[src/rtl/pipe_stage_reg.sv]
// pipe_stage_reg: parametrised inter-stage pipeline register (instruction + next-PC)
// with a valid/ready upstream handshake backed by a one-entry skid buffer,
// synchronous flush, bubble collapse and a programmable hold limit.
//
// Optional feature macro: STALL_CNT_EN (adds the stall_cnt output and its counter).
//
// Ports:
//   clk          rising-edge clock
//   reset        asynchronous active-low reset
//   in_valid     upstream payload valid
//   in_ready     stage can accept (registered, equals !skid_valid)
//   in_ins       upstream instruction word
//   in_npc       upstream next-PC
//   hold         downstream stall request
//   flush        synchronous kill of output and skid contents
//   out_valid    output payload valid
//   out_ins      registered instruction word
//   out_npc      registered next-PC
//   hold_forced  high when a hold request is overridden by the hold limit
//   stall_cnt    saturating count of honoured stall cycles (STALL_CNT_EN only)
module pipe_stage_reg #(
  parameter int INS_W       = 32,
  parameter int PC_W        = 32,
  parameter int MAX_HOLD    = 1,
  parameter int STALL_CNT_W = 32
) (
  input  logic                   clk,
  input  logic                   reset,
  input  logic                   in_valid,
  output logic                   in_ready,
  input  logic [INS_W-1:0]       in_ins,
  input  logic [PC_W-1:0]        in_npc,
  input  logic                   hold,
  input  logic                   flush,
  output logic                   out_valid,
  output logic [INS_W-1:0]       out_ins,
  output logic [PC_W-1:0]        out_npc,
  output logic                   hold_forced
`ifdef STALL_CNT_EN
  ,
  output logic [STALL_CNT_W-1:0] stall_cnt
`endif
);

  localparam int HC_W = (MAX_HOLD < 1) ? 1 : $clog2(MAX_HOLD + 1);

  logic             skid_valid;
  logic [INS_W-1:0] skid_ins;
  logic [PC_W-1:0]  skid_npc;
  logic [HC_W-1:0]  hold_cnt;

  logic accept;
  logic limit_hit;
  logic hold_eff;
  logic adv;

  assign in_ready = !skid_valid;
  assign accept   = in_valid & in_ready;

  generate
    if (MAX_HOLD == 0) begin : g_no_limit
      assign limit_hit = 1'b0;
    end else begin : g_limit
      localparam logic [HC_W-1:0] HOLD_LIM = HC_W'(MAX_HOLD);
      assign limit_hit = (hold_cnt == HOLD_LIM);
    end
  endgenerate

  // An empty output register never honours hold, so bubbles collapse.
  assign hold_eff    = hold & out_valid & !limit_hit;
  assign hold_forced = hold & out_valid & limit_hit;
  assign adv         = !hold_eff;

  always_ff @(posedge clk or negedge reset) begin
    if (!reset) begin
      out_valid  <= 1'b0;
      skid_valid <= 1'b0;
      hold_cnt   <= '0;
    end else if (flush) begin
      out_valid  <= 1'b0;
      skid_valid <= 1'b0;
      hold_cnt   <= '0;
    end else if (adv) begin
      hold_cnt <= '0;
      if (skid_valid) begin
        out_valid  <= 1'b1;
        skid_valid <= 1'b0;
      end else begin
        out_valid <= accept;
      end
    end else begin
      hold_cnt <= hold_cnt + HC_W'(1);
      if (accept) skid_valid <= 1'b1;
    end
  end

  // Payload registers are left untouched by flush and by bubbles.
  always_ff @(posedge clk or negedge reset) begin
    if (!reset) begin
      out_ins  <= '0;
      out_npc  <= '0;
      skid_ins <= '0;
      skid_npc <= '0;
    end else if (!flush) begin
      if (adv) begin
        if (skid_valid) begin
          out_ins <= skid_ins;
          out_npc <= skid_npc;
        end else if (accept) begin
          out_ins <= in_ins;
          out_npc <= in_npc;
        end
      end else if (accept) begin
        skid_ins <= in_ins;
        skid_npc <= in_npc;
      end
    end
  end

`ifdef STALL_CNT_EN
  // Saturating; deliberately not cleared by flush.
  always_ff @(posedge clk or negedge reset) begin
    if (!reset) begin
      stall_cnt <= '0;
    end else if (hold_eff && (stall_cnt != {STALL_CNT_W{1'b1}})) begin
      stall_cnt <= stall_cnt + STALL_CNT_W'(1);
    end
  end
`endif

endmodule

[config.mk]
export PLATFORM = sky130hd
export DESIGN_NAME = pipe_stage_reg
export DESIGN_NICKNAME = d
export VERILOG_FILES = /design/src/rtl/pipe_stage_reg.sv
export SDC_FILE = /design/constraint.sdc
export NUM_CORES = 1
export LEC_CHECK = 0
export BUFFER_PORTS_ARGS = -buffer_cell sky130_fd_sc_hd__buf_2
export CORE_ASPECT_RATIO = 0.5
export CORE_MARGIN = 2
export CORE_UTILIZATION = 40
export CTS_BUF_LIST = sky130_fd_sc_hd__clkbuf_16
export DETAILED_ROUTE_END_ITERATION = 16
export GPL_ROUTABILITY_DRIVEN = 0
export PLACE_DENSITY_LB_ADDON = 0.2
export SLEW_MARGIN = 20
export SYNTH_ARGS = -nofsm -noshare
export SYNTH_HDL_FRONTEND = slang
export SYNTH_SLANG_ARGS = --single-unit
[constraint.sdc]
create_clock -name clk -period 2.25 [get_ports clk]
set_input_delay 0.45 -clock clk [delete_from_list [all_inputs] [get_ports clk]]
set_output_delay 0.45 -clock clk [all_outputs]
set_load 0.02 [all_outputs]
==> impl_metrics.toml <==
[setup_path]
critPathCaptureType = "flop"
critPathKind = "reg -> reg"
required_ns = 2.53
reg2regPathDepth = 4
crit_start = "skid_valid"
crit_cells = 4
worstPathArrival_ns = 2.06
cp_num_buf_inv = 1
worstPathMaxFanout = 47
r2r_start = "skid_valid"
crit_slowest_cell = "dfrtp_2"
worst_setup_path_start_kind = "flop"
crit_chain = "nor2_1 -> a311oi_4 -> buf_12 -> mux2_2"
critPathMaxStageDelay_ns = 0.48
crit_family = "flip-flops"

[floorplanning]
dieArea_sq_um = 15000
die_x_um = 171
rows = 30
io_pins = 136
start_util_pct = 41.1
die_y_um = 87.7
core_sq_um = 13600

[route]
via_count = 3381
viasPerCell = 4.81
drt_iter0_markers = 150
drt-total-wl_um = 10700
wl_per_cell_um = 15.2
drt_pass1_iterations = 4
ant_nets = 0
drc = 0

[sta]
slew_viol_final = 0
min_period_ns = 1.78
fin_skew_ns = 0.00969
finalHoldViolCount = 0
hold_slack_ns = 0.288
fmax_mhz = 562
setup-violations-final = 0
worstMarginPinSlew_ns = 0.436
maxSlewHeadroom_pct = 70.9
fin_crit_sh_pct = 79.0
finalSetupTns_ns = 0
rsz0062_at_grt = "no"

[final_layout]
most-common-layout-cells = "mux2_2 (187), buf_2 (134), dfrtp_1 (130)"
finalInstanceArea_sq_um = 7170
mostFrequentLayoutCell = "mux2_2"
final_nets = 567
final_layout_size_suffix_gt1_share_pct = 70.8
area_growth_pct = 28.0
n_antenna_cell = 0

[min_path]
min_path_type = "in -> reg"
min_from = "in_ins[10]"
whs_path_depth = 2

[grt]
grt_pass1_vias = 3606
grt_overflow = 0
use_met2_pct = 26.7
grt_antenna_before_repair = 0
met3_usage_pct = 4.11
busiest_layer = "met2"
grt_start_max_net_pins = 48
grt_use_met1_pct = 18.4
grt_use_total_pct = 15.3
grt_pass1_wl_um = 17700

[logic_synthesis]
ys_types = 13
synthCells = 353
netlist_area_sq_um = 5600
synth_seq_cells = 131
seq_area_frac_synth_pct = 58.5
avgSynthCellArea_sq_um = 15.9
yosysWarningCount = 0
syn-num-nets = 422

[place]
place_area_sq_um = 6570
portBuffers = 135
dpl.hpwl_um = 6920

[clock_tree]
cts_max_path_buffers = 2
cts_hold_buf = 1
h-tree-depth = 4
post_cts_resized = 0
cts_tree = "yes"
clk-insertion-delay-late_ns = 0.40
postCtsSetupRepairBufs = 0
cts.sinks = 131
numCtsBuffers = 17
cts.clk_slew.worst_paths_ns = 0.06
root_buffer = "clkbuf_16"

[outcome]
status = "finished, final reports clean"

[pwr]
leakagePower_nw = 3.28
ir_drop_mv = 0.432
power_mw = 7.27
power.density_nw_per_um2 = 1010

[flow_run]
maxCapViolations = 0
through the flow:
step,std cells,setup slack [ns],utilization (%)
final,703,0.472,52.7
after global routing,703,0.365,52.7
after CTS,703,0.448,52.7
after detailed placement,670,0.413,48.2
after global placement,670,0.449,48.2
after floorplan,353,0.584,-
state kept, by name (all words and copies together) (netlist names):
| name | cells |
|---|---|
| out_ins | 32 |
| out_npc | 32 |
| skid_ins | 32 |
| skid_npc | 32 |
| hold_cnt | 1 |
| out_valid | 1 |
| skid_valid | 1 |
metal layers:
metal,vias to the layer above,routed length [um],part of all wire [%]
met5,-,0,0
met4,0,124,1.2
met3,10,502,4.7
met2,71,5310,50
met1,1733,4770,45
li1,1567,-,-
power breakdown:
group	leakage, nW	internal (mW)	switching [mW]	total [mW]
Clock	0.291	1.73	1.03	2.77
Combinational	1.41	0.699	0.657	1.36
Sequential	1.58	2.91	0.242	3.15
worst reg2reg max path, delay by kind of cell (launching register included):
kind,cells,cell delay (ns)
AO/OA/AOI/OAI,1,0.34
buffers and inverters,1,0.32
flip-flops,1,0.48
multiplexers,1,0.40
AND/OR/NAND/NOR,1,0.13
final timing paths:
kind | slack (ns) | to
worst min register to register | 0.49 | out_ins[15]
worst max register to register | 0.47 | out_ins[9]
worst min-delay path | 0.29 | skid_ins[10]
min in group asynchronous | 0.53 | skid_ins[10]
max in group asynchronous | 1.07 | out_ins[22]
worst max-delay path | 0.47 | out_ins[9]
synthesized netlist by cell type:
cell	count	area, sq um
a311oi_4	1	26.3
clkbuf_1	5	18.8
mux2_2	187	2110
dfrtp_1	131	3280
inv_1	3	11.3
buf_1	1	3.75
nor2_1	3	11.3
mux2_1	5	56.3
nand3_1	1	5.00
nand3_2	1	10.0
buf_2	13	65.1
o21ai_0	1	5.00
and3_1	1	6.26
kinds of logic after synthesis:
kind of cell,Yosys count,share of synthesized area (%)
simple gates,6,0.581
mux,192,38.6
buf+inv,22,1.76
compound gates,2,0.558
flops,131,58.5
area by class of cell:
type | count | area, sq um
fill | 1220 | 6450
sequential | 131 | 3280
multi-input combinational | 200 | 2230
timing repair buffer | 145 | 818
clock buffer | 17 | 425
tap | 192 | 240
clock inverter | 15 | 166
inverter | 3 | 11.3
(Power assumes the default switching activity.)
